<file path="config.mk">
export PLATFORM = sky130hd
export DESIGN_NAME = carry_look_ahead_16bit
export DESIGN_NICKNAME = d
export VERILOG_FILES = /design/src/rtl/carry_look_ahead_16bit.sv
export SDC_FILE = /design/constraint.sdc
export NUM_CORES = 1
export LEC_CHECK = 0
export ABC_AREA = 1
export BUFFER_PORTS_ARGS = -buffer_cell sky130_fd_sc_hd__buf_2
export CAP_MARGIN = 30
export CORE_ASPECT_RATIO = 1.25
export CORE_MARGIN = 1
export CORE_UTILIZATION = 31
export DETAILED_ROUTE_END_ITERATION = 6
export MAX_ROUTING_LAYER = met4
export PLACE_DENSITY = 0.58
export SYNTH_ARGS = -nofsm -noshare
export SYNTH_HDL_FRONTEND = slang
export SYNTH_HIERARCHICAL = 1
export SYNTH_SLANG_ARGS = --single-unit
</file>
<file path="constraint.sdc">
create_clock -name clk -period 1.7 [get_ports clk]
set_clock_uncertainty 0.05 [all_clocks]
set_input_delay 0.085 -clock clk [delete_from_list [all_inputs] [get_ports clk]]
set_output_delay 0.085 -clock clk [all_outputs]
set_load 0.02 [all_outputs]
</file>
<file path="src/rtl/carry_look_ahead_16bit.sv">
// Two-level 16-bit carry-look-ahead adder: four 4-bit CLA groups plus a
// second-level look-ahead unit, with sum/cout captured in flops every cycle.

module cla_group4 (
  input  logic [3:0] g,
  input  logic [3:0] p,
  input  logic       c_in,
  output logic [3:0] c,
  output logic       gg,
  output logic       pg
);
  // c[k] is the carry into bit k of this nibble, flattened to sum-of-products.
  always_comb begin
    c[0] = c_in;
    c[1] = g[0] | (p[0] & c_in);
    c[2] = g[1] | (p[1] & g[0]) | (p[1] & p[0] & c_in);
    c[3] = g[2] | (p[2] & g[1]) | (p[2] & p[1] & g[0])
         | (p[2] & p[1] & p[0] & c_in);
    gg   = g[3] | (p[3] & g[2]) | (p[3] & p[2] & g[1])
         | (p[3] & p[2] & p[1] & g[0]);
    pg   = p[3] & p[2] & p[1] & p[0];
  end
endmodule

module cla_lookahead_unit (
  input  logic [3:0] gg,
  input  logic [3:0] pg,
  input  logic       c0,
  output logic       c4,
  output logic       c8,
  output logic       c12,
  output logic       c16
);
  // Each group carry is derived from c0 and group terms only, never from
  // another group's carry, so there is no nibble-to-nibble ripple.
  always_comb begin
    c4  = gg[0] | (pg[0] & c0);
    c8  = gg[1] | (pg[1] & gg[0]) | (pg[1] & pg[0] & c0);
    c12 = gg[2] | (pg[2] & gg[1]) | (pg[2] & pg[1] & gg[0])
        | (pg[2] & pg[1] & pg[0] & c0);
    c16 = gg[3] | (pg[3] & gg[2]) | (pg[3] & pg[2] & gg[1])
        | (pg[3] & pg[2] & pg[1] & gg[0])
        | (pg[3] & pg[2] & pg[1] & pg[0] & c0);
  end
endmodule

module carry_look_ahead_16bit (
  input  logic        clk,
  input  logic        rst,
  input  logic [15:0] a,
  input  logic [15:0] b,
  input  logic        cin,
  output logic [15:0] sum,
  output logic        cout
);
  logic [15:0] g;
  logic [15:0] p;
  logic [15:0] c;
  logic [3:0]  grp_g;
  logic [3:0]  grp_p;
  logic [3:0]  grp_cin;
  logic        c16;

  logic [15:0] sum_d;
  logic [15:0] sum_q;
  logic        cout_d;
  logic        cout_q;

  always_comb begin
    g = a & b;
    p = a ^ b;
  end

  cla_lookahead_unit u_lookahead (
    .gg  (grp_g),
    .pg  (grp_p),
    .c0  (cin),
    .c4  (grp_cin[1]),
    .c8  (grp_cin[2]),
    .c12 (grp_cin[3]),
    .c16 (c16)
  );

  assign grp_cin[0] = cin;

  for (genvar gi = 0; gi < 4; gi++) begin : g_group
    cla_group4 u_group (
      .g    (g[gi*4 +: 4]),
      .p    (p[gi*4 +: 4]),
      .c_in (grp_cin[gi]),
      .c    (c[gi*4 +: 4]),
      .gg   (grp_g[gi]),
      .pg   (grp_p[gi])
    );
  end

  always_comb begin
    sum_d  = p ^ c;
    cout_d = c16;
  end

  always_ff @(posedge clk) begin
    if (rst) begin
      sum_q  <= 16'h0000;
      cout_q <= 1'b0;
    end else begin
      sum_q  <= sum_d;
      cout_q <= cout_d;
    end
  end

  assign sum  = sum_q;
  assign cout = cout_q;
endmodule

</file>
# Word level (Yosys, flattened, before mapping)
# Cells that the tools add are included.
# Widths: inputs -> output; s select.
[classes] n_bitwise=125
[ops] cell="$and 1x1->1" count=76
[ops] cell="$or 1x1->1" count=46
[ops] cell="$xor 16x16->16" count=2
[ops] cell="$and 16x16->16" count=1
[word_totals] output_inout_bits=17 elab_cells=127 in_bits=35 register_bits=17

# Logic depth before layout (Yosys ltp)
# Gate-level depths: netlist (run 1).
[depth] depth_word=12 mapped_depth=16

# Cells and area by module
# The synthesis (run 1) kept the hierarchy.
[modules_own_cells] module="carry_look_ahead_16bit" cells_each=101 instances=1 area_per_inst_um2=828.3
[modules_own_cells] module="cla_group4" cells_each=22 instances=4 area_per_inst_um2=95.1
[modules_own_cells] module="cla_lookahead_unit" cells_each=20 instances=1 area_per_inst_um2=78.8

# Worst setup path after synthesis (run 1)
# No wires, ideal clock.
[synth_timing] kind="input -> register" start="in a[3]" end="reg sum_q[10], in the netlist sum[10]" path_buffers=0 stages=14 path_slack_ps=173 arrival_ps=1363 setup_time_ps=114 required_time_ps=1536 cell_sequence="ha_1 > or2_0 > nand2_1 > nand2_1 > inv_1 > nand2_1 > nand2_1 > nand2_1 > nand2_1 > nand2_1 > nand2_1 > nand2_1 > nor2_1 > nor2_2"
[synth_via] elab_chain_cells=11 elab_cells_between_ends=19 cone_classes="bitwise: 19"
[synth_lines] element="from (decl)" line="50" text="input logic [15:0] a,"
[synth_lines] element="$xor 16x16->16" line="71" text="p = a ^ b;"
[synth_lines] element="$and 1x1->1 (on tied branches)" line="19, 20"
[synth_lines] element="$or 1x1->1, or another cell as far along" line="19" text="gg = g[3] | (p[3] & g[2]) | (p[3] & p[2] & g[1])"
[synth_lines] element="$or 1x1->1 / $and 1x1->1 (equally long branches)" line="19, 20"
[synth_lines] element="$or 1x1->1 (*)" line="20" text="| (p[3] & p[2] & p[1] & g[0]);"
[synth_lines] element="named net grp_g[0]" line="59" text="logic [3:0] grp_g;"
[synth_lines] element="$and 1x1->1 (*)" line="38" text="c8 = gg[1] | (pg[1] & gg[0]) | (pg[1] & pg[0] & c0);"
[synth_lines] element="$or 1x1->1 (*) (2 in a row)" line="38"
[synth_lines] element="named net grp_cin[2]" line="61" text="logic [3:0] grp_cin;"
[synth_lines] element="$and 1x1->1 (*)" line="16" text="c[2] = g[1] | (p[1] & g[0]) | (p[1] & p[0] & c_in);"
[synth_lines] element="$or 1x1->1 (*)" line="16"
[synth_lines] element="named net c[10]" line="58" text="logic [15:0] c;"
[synth_lines] element="$xor 16x16->16 (*)" line="98" text="sum_d = p ^ c;"
[synth_lines] element="to (signal assigned)" line="107" text="sum_q <= sum_d;"
[synth_lines] element="to (decl)" line="65" text="logic [15:0] sum_q;"
# The timed path passes the listed nets; every way through them passes the cells marked *.
# A chain may end at the register's enable or synchronous reset.

# Final worst setup path (run 1)
[layout_timing] start="in a[2]" end="reg sum_q[10], in the netlist sum[10]"
[layout_via] elab_cells_between_ends=19 cone_classes="bitwise: 19"
[layout_lines] element="$xor 16x16->16" line="71"
[layout_lines] element="named net p[2]" line="57" text="logic [15:0] p;"
[layout_lines] element="$and 1x1->1 (3 in a row)" line="21" text="pg = p[3] & p[2] & p[1] & p[0];"
[layout_lines] element="named net grp_p[0]" line="60" text="logic [3:0] grp_p;"
[layout_lines] element="$and 1x1->1 (2 in a row)" line="38"
[layout_lines] element="$or 1x1->1" line="38"
[layout_lines] element="named net grp_cin[2]" line="61"
[layout_lines] element="$and 1x1->1" line="16"
[layout_lines] element="$or 1x1->1" line="16"
[layout_lines] element="named net c[10]" line="58"
[layout_lines] element="$xor 16x16->16" line="98"
# The timed path passes the listed nets, and every way through them passes these cells.

==> impl_metrics.json, run 1 <==
{
  "outcome": "completed",
  "worst_pin_slew_ns": 0.315,
  "nets": 323,
  "start_kind": "primary input",
  "grt_start_max_net_pins": 17,
  "wire_per_inst_um": 7.65,
  "cp-endpoint": "sum[10]",
  "drv_slew": 0,
  "grt_use_met1_pct": 16.7,
  "seqPwrFrac_pct": 36.0,
  "cp_max_fo": 6,
  "root_buffer": "clkbuf_8",
  "synth.distinct_cells": 13,
  "cts_buffers": 3,
  "gr-total-overflow": 0,
  "num_rows": 25,
  "cts_tree": "done",
  "grt-busiest-layer": "met2",
  "hold_viol_final": 0,
  "layout-drive-gt1-share_pct": 30.3,
  "place_congestion": 0.779,
  "grt.total_usage_pct": 13.1,
  "finalCritPeriodShare_pct": 83.4,
  "p_per_area_nw_per_um2": 730,
  "crit_start": "a[2]",
  "stdcell_area_um2": 1720,
  "p_switching_mw": 0.437,
  "pwr-share-comb_pct": 39.4,
  "synth.avg_cell_area_um2": 6.16,
  "gr-usage-met3_pct": 1.74,
  "cts_sinks": 17,
  "worstPathArrival_ns": 1.51,
  "clk_pin_slew_ns": 0.07,
  "vdd.ir_drop.worst_uv": 236,
  "ys_warn_count": 6,
  "synth_fp_nets": 260,
  "leakage_nw": 1.01,
  "ant_nets": 0,
  "final-instance-count-excl-fill": 325,
  "drc": 0,
  "areaGrowthSynthToFinish_pct": 33.7,
  "finalSetupViolCount": 0,
  "placedInstanceArea_um2": 1650,
  "cp.required_ns": 1.80,
  "dp_cells": 320,
  "grt_pass1_vias": 1136,
  "num_io_pins": 52,
  "power_frac_clock_pct": 24.6,
  "p_int_mw": 0.820,
  "numPortBuffers": 51,
  "firstDrtPassIters": 4,
  "antenna_cells": 0,
  "dieArea_um2": 4420,
  "syn_area_um2": 1290,
  "vias": 1317,
  "grt_use_met2_pct": 20.7,
  "min_period_ns": 1.42,
  "hold_path_depth": 3,
  "grt_pass1_wl_um": 4400,
  "start_util_pct": 33.2,
  "antenna_found_initial": 0,
  "die_x_um": 59.6,
  "rsz0062_at_grt": "no",
  "crit_type": "in -> reg",
  "drt-initial-drc-count": 25,
  "vias_per_cell": 4.05,
  "synth-seq-cells": 17,
  "setup-tns-final_ns": 0,
  "switching_share_pct": 34.8,
  "dp.final_hpwl_um": 2060,
  "slew_headroom_pct": 79.0,
  "hold_class": "in -> reg",
  "die_height_um": 74.1,
  "clockBufferDepth": 2,
  "h-tree-depth": 1,
  "ys_seq_area_share_pct": 26.4,
  "postCtsSetupBuffers": 0,
  "wirelength_um": 2490,
  "synthCells": 209,
  "max_clock_freq_mhz": 705,
  "endpoint_kind": "flip-flop",
  "core_um2": 3880,
  "drv_cap": 0
}
logic make-up after synthesis:
| kind of cell | after synthesis | share of synthesized area (%) |
|---|---|---|
| and+or+nand+nor | 144 | 46.5 |
| adders and majority gates | 16 | 15.5 |
| DFF | 17 | 26.4 |
| AOI/OAI and AO/OA | 5 | 1.94 |
| buffers and inverters | 27 | 9.62 |
per-layer routing:
metal / up-vias / wire (µm)
met2: 31 / 1090
met4: 0 / 34
met3: 2 / 117
met1: 531 / 1250
li1: 753 / -
met5: - / 0
how the worst min path moves through the flow:
stage | from | end | slack, ns
after floorplan | rst | cout | 0.11
after global placement | rst | cout | 0.22
after detailed placement | rst | cout | 0.22
after CTS | cin | sum[0] | 0.05
after global routing | cin | sum[0] | 0.07
final | cin | sum[0] | 0.05
cells in the final DEF, fill, tap and decap left out:
master,instances
clkbuf_1,1
clkbuf_8,3
nor2_1,30
buf_2,51
dlygate4sd3_1,1
nand4_1,4
ha_1,15
dfxtp_1,17
inv_2,1
nor2_2,13
inv_1,21
a21oi_1,5
nand2_2,2
buf_4,11
ha_4,1
nand2_1,90
or2_0,5
registers in the layout, summed over array words and instances (netlist names):
signal and count:
sum 16, cout 1
through the flow:
step	power (mW)	utilization [%]	hold slack [ns]	worst slack [ns]
6_report	1.26	44.4	0.0528	0.282
5_1_grt	1.38	44.4	0.0681	0.0131
4_1_cts	1.27	44.0	0.0493	0.173
3_5_place_dp	0.956	42.6	0.224	-0.0912
3_3_place_gp	0.952	42.6	0.223	-0.0677
2_1_floorplan	0.807	-	0.106	0.173
cells in the mapped netlist:
master | instances | area [µm²]
nand4_1 | 4 | 25.0
or2_0 | 5 | 31.3
nor2_2 | 13 | 81.3
ha_1 | 16 | 200
a21oi_1 | 5 | 25.0
nor2_1 | 30 | 113
nand2_2 | 1 | 6.26
buf_6 | 1 | 11.3
dfxtp_1 | 17 | 340
inv_1 | 21 | 78.8
buf_4 | 4 | 30.0
nand2_1 | 91 | 342
inv_2 | 1 | 3.75
layout make-up:
| class | instances | area, µm² |
|---|---|---|
| inverters | 22 | 82.6 |
| multi-input cells | 165 | 838 |
| flip-flops and latches | 17 | 340 |
| repair buffers | 63 | 348 |
| clock buffers | 4 | 45.0 |
| well taps | 54 | 67.6 |
| fillers | 441 | 2160 |
power by group through the flow:
| stage | combinational, mW | sequential (mW) | clock [mW] |
|---|---|---|---|
| 4_1_cts | 0.497 | 0.453 | 0.322 |
| 5_1_grt | 0.574 | 0.456 | 0.344 |
| 2_1_floorplan | 0.282 | 0.525 | 0 |
| 6_report | 0.495 | 0.452 | 0.310 |
| 3_3_place_gp | 0.489 | 0.463 | 0 |
| 3_5_place_dp | 0.494 | 0.462 | 0 |
worst max-delay path, stage by stage:
cell     delay, ns
buf_2         0.10
ha_1          0.32
nand2_1       0.06
inv_1         0.06
nand2_1       0.06
nor2_2        0.07
nand2_1       0.06
nand2_2       0.11
nand2_1       0.06
nand2_1       0.07
nand2_1       0.05
nand2_1       0.11
nand2_1       0.06
nand2_1       0.08
nand2_1       0.06
nand2_1       0.06
nor2_2        0.03
repair_timing:
item / 4_1_cts / 5_1_grt
endpoints found under the hold margin: 1 / 0
hold buffers: 1 / 0
endpoints found under the setup margin: 0 / 3
gates resized for setup: 0 / 2
Power figures use the tool's default switching activity.
==> run 2, diff against run 1 <==
==> constraint.sdc (replaced) <==
create_clock -name clk -period 1.35 [get_ports clk]
set_clock_uncertainty 0.05 [all_clocks]
set_input_delay 0.0675 -clock clk [delete_from_list [all_inputs] [get_ports clk]]
set_output_delay 0.0675 -clock clk [all_outputs]
set_load 0.02 [all_outputs]
==> run 2 against run 1 <==
Effect of this change:
- via count up 6.8%
- total power up 36%
- worst setup slack worse by 0.26 ns
- hold slack worse by 0.014 ns
- utilization up 6.6 points
- first-iteration DRC count down 16%
- cell count up 4.3%
- count of clock-buffer cells in the layout unchanged
- flip-flop and latch count unchanged
- non-clock buffer count up 14
- sequential power up 26%
- routed wire length up 13%
==> impl_metrics.json, run 2 (synthesis gave the netlist of run 1 again) <==
{
  "outcome": "completed",
  "drt-initial-drc-count": 21,
  "slowest_delay_ns": 0.28,
  "drv_cap": 0,
  "hold_viol_final": 0,
  "p_per_area_nw_per_um2": 867,
  "critPathTopFamily": "simple AND/OR/NAND/NOR gates",
  "cp_max_fo": 6,
  "num_rows": 25,
  "start_util_pct": 33.2,
  "cts_buffers": 3,
  "dieArea_um2": 4420,
  "start_kind": "primary input",
  "die_height_um": 74.1,
  "vdd.ir_drop.worst_uv": 375,
  "place_congestion": 0.834,
  "antenna_cells": 0,
  "clk_pin_slew_ns": 0.07,
  "cts_sinks": 17,
  "critPathSlowestCell": "ha_4",
  "h-tree-depth": 1,
  "worst_pin_slew_ns": 0.304,
  "num_io_pins": 52,
  "numPortBuffers": 51,
  "dp_cells": 333,
  "cp.buffers_inverters": 2,
  "crit_chain": "buf_2, ha_4, nand2_2, inv_2, nand2_1, nor2_2, nand2_1, nand2_2, nand2_1, nand2_1, nand2_1, nand2_2, nand2_1, nand2_1, nand2_1, nand2_1, nor2_2",
  "grt_pass1_wl_um": 4560,
  "crit_type": "in -> reg",
  "final_common_cell": "nand2_1",
  "largest_register_ffs": 16,
  "nets": 337,
  "power.total_mw": 1.71,
  "endpoint_kind": "flip-flop",
  "max_clock_freq_mhz": 754,
  "wirelength_um": 2810,
  "hold_class": "in -> reg",
  "min-delay-start": "cin",
  "slew_headroom_pct": 79.7,
  "cp.required_ns": 1.46,
  "grt_start_max_net_pins": 17,
  "drv_slew": 0,
  "n_fill_cell": 417,
  "finalSetupViolCount": 0,
  "min_period_ns": 1.33,
  "dp.final_hpwl_um": 2310,
  "clockBufferDepth": 2,
  "final-instance-count-excl-fill": 339,
  "layout-drive-gt1-share_pct": 42.8,
  "ant_nets": 0,
  "gr-total-overflow": 0,
  "vias": 1407,
  "crit_start": "b[2]",
  "die_x_um": 59.6,
  "core_um2": 3880,
  "leakage_nw": 1.08,
  "root_buffer": "clkbuf_8",
  "cts_tree": "done",
  "layout_common_cells": "77 x nand2_1, 50 x buf_2, 29 x nor2_1",
  "wire_per_inst_um": 8.27,
  "areaGrowthSynthToFinish_pct": 53.5,
  "worstPathArrival_ns": 1.43,
  "firstDrtPassIters": 4,
  "grt_pass1_vias": 1179,
  "crit_path_frequent_cell": "nand2_1",
  "rsz0062_at_grt": "yes",
  "vias_per_cell": 4.15,
  "drc": 0,
  "finalCritPeriodShare_pct": 98.2,
  "grt.total_usage_pct": 14.1,
  "antenna_found_initial": 0
}
[run 2: changes by cell type in the layout (fill, tap and decap cells not counted), sizes merged]
cell / previous run / this run
buf: 62 / 76
[run 2: final timing paths]
| path | end | slack, ns | depth (start not counted) |
|---|---|---|---|
| setup / recovery | sum[10] | 0.02 | 17 |
| hold / removal | sum[0] | 0.04 | 3 |
[run 2: final cells by class]
class                   instances  area [µm²]  share of cell area, %
well taps                      54        67.6                   3.42
repair buffers                 77         459                   23.2
inverters                      22        82.6                   4.18
flip-flops and latches         17         340                   17.2
multi-input cells             165         982                   49.7
clock buffers                   4        45.0                   2.28
[run 2: power breakdown]
part           internal, mW  switching [mW]  leakage, nW  total, mW
Combinational         0.347           0.404        0.915      0.750
Clock                 0.210           0.182       0.0228      0.392
Sequential            0.559          0.0115        0.142      0.571
[run 2: metrics by stage]
step	instance area, µm²	utilization, %	hold slack, ns	worst slack, ns	setup TNS (ns)
after global routing	1980	51.0	0.0638	-0.137	-0.475
final	1980	51.0	0.0386	0.0239	0
after CTS	1920	49.6	0.0378	0.0101	0
after global placement	1870	48.2	0.200	-0.243	-1.74
after floorplan	1410	-	0.0887	-0.00947	-0.0186
after detailed placement	1870	48.2	0.203	-0.263	-1.96
[run 2: what timing repair did]
action                                 4_1_cts  5_1_grt
endpoints found under the hold margin        1        0
resized for setup                            0       18
buffers inserted                             0        1
hold buffers                                 1        0
setup endpoints to repair                    0        8
[run 2: routing by layer]
| layer | part of all wire [%] | wire [µm] | track usage (%) |
|---|---|---|---|
| met1 | 46 | 1300 | 16.4 |
| met2 | 48 | 1350 | 22.2 |
| met3 | 3.8 | 107 | 2.43 |
| met4 | 1.9 | 54 | 8.79 |
| met5 | 0 | 0 | - |
[run 2: worst min-delay path: cells and delay by family]
| family | cells | cell delay (ns) |
|---|---|---|
| buffers and inverters | 1 | 0.11 |
| and+or+nand+nor | 2 | 0.12 |
==> run 3, diff against run 2 <==
--- a/config.mk
+++ b/config.mk
@@ -5,7 +5,6 @@
 export SDC_FILE = /design/constraint.sdc
 export NUM_CORES = 1
 export LEC_CHECK = 0
-export ABC_AREA = 1
 export BUFFER_PORTS_ARGS = -buffer_cell sky130_fd_sc_hd__buf_2
 export CAP_MARGIN = 30
 export CORE_ASPECT_RATIO = 1.25
@@ -13,7 +12,7 @@
 export CORE_UTILIZATION = 31
 export DETAILED_ROUTE_END_ITERATION = 6
 export MAX_ROUTING_LAYER = met4
-export PLACE_DENSITY = 0.58
+export PLACE_DENSITY = 0.6
 export SYNTH_ARGS = -nofsm -noshare
 export SYNTH_HDL_FRONTEND = slang
 export SYNTH_HIERARCHICAL = 1
==> run 3 against run 2 <==
Effect of this change:
- the run now ends with negative setup slack left
- largest cell class unchanged
- area after synthesis shrank 16%
- synthesized cell count fell by 40%
- critical path depth decreased by 5
- combinational power is 3.7% higher
- sequential power increased by 2%
- routed wire length down 10%
- worst setup slack worse by 0.28 ns
- utilization is 2.4 points higher
- via count down 22%
- sequential share of layout area rose by 2.2 points
- die area decreased by 15%
==> impl_metrics.json, run 3 <==
{
  "grt_pass1_wl_um": 4110,
  "synth-seq-cells": 17,
  "antenna_cells": 0,
  "dp_cells": 235,
  "cts_tree": "done",
  "nets": 256,
  "numPortBuffers": 51,
  "synth_edf_count": 0,
  "synthCells": 125,
  "vdd.ir_drop.worst_uv": 460,
  "ant_nets": 0,
  "layout_common_cells": "48 x buf_2, 27 x buf_4, 20 x nor2_1",
  "areaGrowthSynthToFinish_pct": 61.7,
  "hold_class": "in -> reg",
  "crit_path_frequent_cell": "a21o_1",
  "worst_pin_slew_ns": 0.309,
  "cts_buffers": 3,
  "p_switching_mw": 0.562,
  "yosys-top-cells-area": "dfxtp_1 31%, ha_1 18%, xnor2_1 13%",
  "async_flop_share_pct": 0,
  "cp.required_ns": 1.43,
  "fin_ws_ns": -0.259,
  "root_buffer": "clkbuf_8",
  "crit_chain": "buf_6, ha_4, a21oi_2, o21ai_1, a21o_1, a21o_1, a21o_1, a21oi_2, inv_2, a21o_1, xnor2_1, nor2_1",
  "antenna_found_initial": 0,
  "start_util_pct": 33.0,
  "p_int_mw": 1.18,
  "drv_slew": 0,
  "p_per_area_nw_per_um2": 998,
  "grt_use_met2_pct": 28.2,
  "grt_use_met1_pct": 16.0,
  "num_io_pins": 52,
  "min-delay-start": "rst",
  "gr-total-overflow": 0,
  "grt_start_max_net_pins": 18,
  "hold_viol_final": 0,
  "crit_start": "a[3]",
  "wirelength_um": 2520,
  "slowest_delay_ns": 0.24,
  "violations": "negative setup slack",
  "power_frac_clock_pct": 22.0,
  "synth_fp_nets": 176,
  "core_um2": 3280,
  "ys_warn_count": 6,
  "finalSetupViolCount": 10,
  "largest_register_ffs": 16,
  "firstDrtPassIters": 6,
  "clockBufferDepth": 2,
  "cp_max_fo": 4,
  "h-tree-depth": 1,
  "dp.final_hpwl_um": 2050,
  "power.total_mw": 1.75,
  "die_height_um": 68.1,
  "dieArea_um2": 3730,
  "drc": 0,
  "slew_headroom_pct": 79.4,
  "syn_area_um2": 1080,
  "synth_common_cells": "20 x nor2_1, 17 x dfxtp_1, 16 x ha_1, 16 x xnor2_1",
  "synth_top_area_cell": "dfxtp_1",
  "switching_share_pct": 32.2,
  "die_x_um": 54.9,
  "grt.total_usage_pct": 15.5,
  "synth_top_cell_area_share_pct": 31.4,
  "final_common_cell": "buf_2",
  "min_period_ns": 1.61,
  "place_congestion": 0.773,
  "utilization_pct": 53.4,
  "ys_seq_area_share_pct": 31.4,
  "num_rows": 23,
  "grt_pass1_vias": 1063,
  "critPathSlowestCell": "ha_4",
  "leakage_nw": 0.904,
  "synthMostInstantiatedCell": "nor2_1",
  "endpoint_kind": "flip-flop",
  "seqPwrFrac_pct": 33.4,
  "rsz0062_at_grt": "yes",
  "worstPathArrival_ns": 1.69,
  "pwr-share-comb_pct": 44.5,
  "finalCritPeriodShare_pct": 119,
  "crit_type": "in -> reg",
  "cts_sinks": 17,
  "wire_per_inst_um": 10.5,
  "outcome": "complete, but fails checks",
  "synth.distinct_cells": 15,
  "vias": 1092,
  "ys.flop_type": "dfxtp_1",
  "drt-initial-drc-count": 22,
  "gr-usage-met3_pct": 2.00,
  "grt-busiest-layer": "met2",
  "layout-drive-gt1-share_pct": 51.5,
  "clk_pin_slew_ns": 0.07,
  "max_clock_freq_mhz": 621,
  "vias_per_cell": 4.53,
  "start_kind": "primary input",
  "drv_cap": 0,
  "final-instance-count-excl-fill": 241,
  "synth.avg_cell_area_um2": 8.66
}
==> run 3: cell families after synthesis <==
logic type | synth area share [%]
AOI/OAI and AO/OA | 18.8
buffers and inverters | 6.59
adders and majority gates | 18.5
and+or+nand+nor | 11.7
DFF | 31.4
xor gates and xnor gates | 12.9
==> run 3: final cells by class <==
type	instances	area (µm²)
Timing Repair Buffer	81	510
Clock buffer	4	45.0
Multi-Input combinational cell	98	793
Inverter	4	15.0
Tap cell	37	46.3
Sequential cell	17	340
Fill cell	330	1530
==> run 3: critical path, delay by kind of cell <==
family / cells / cell delay [ns]
buffers and inverters: 2 / 0.15
xor gates and xnor gates: 1 / 0.14
AOI/OAI and AO/OA: 7 / 1.02
and+or+nand+nor: 1 / 0.05
adders and majority gates: 1 / 0.24
==> run 3: repair_timing <==
item                       CTS  global route
setup endpoints to repair   10            12
hold buffers                 0             0
pin swaps                    7            10
buffers inserted             0             2
gates resized for setup      7            10
==> run 3: path summary, 6_finish.rpt <==
check	endpoint	slack [ns]	cells after the start
max	sum[14]	-0.26	12
min	sum[0]	0.13	2
==> run 3: power groups by stage <==
stage | Sequential (mW) | Clock, mW | Combinational [mW]
floorplan | 0.689 | 0 | 0.357
global placement | 0.595 | 0 | 0.692
detailed placement | 0.596 | 0 | 0.707
CTS | 0.585 | 0.398 | 0.742
global route | 0.593 | 0.421 | 0.854
finish | 0.584 | 0.385 | 0.778
==> run 3: stage by stage <==
stage	hold slack (ns)	setup TNS (ns)	setup slack, ns	area, µm²
after floorplan	0.207	-1.20	-0.354	1140
after global placement	0.393	-4.55	-0.509	1600
after detailed placement	0.394	-4.81	-0.573	1600
after CTS	0.135	-1.28	-0.288	1690
after global routing	0.155	-2.62	-0.357	1750
final	0.126	-1.50	-0.259	1750
==> run 3: layer usage <==
metal / vias to the layer above / wire [µm]
met3: 2 / 98
met1: 483 / 984
li1: 574 / -
met5: - / 0
met4: 0 / 14
met2: 33 / 1420
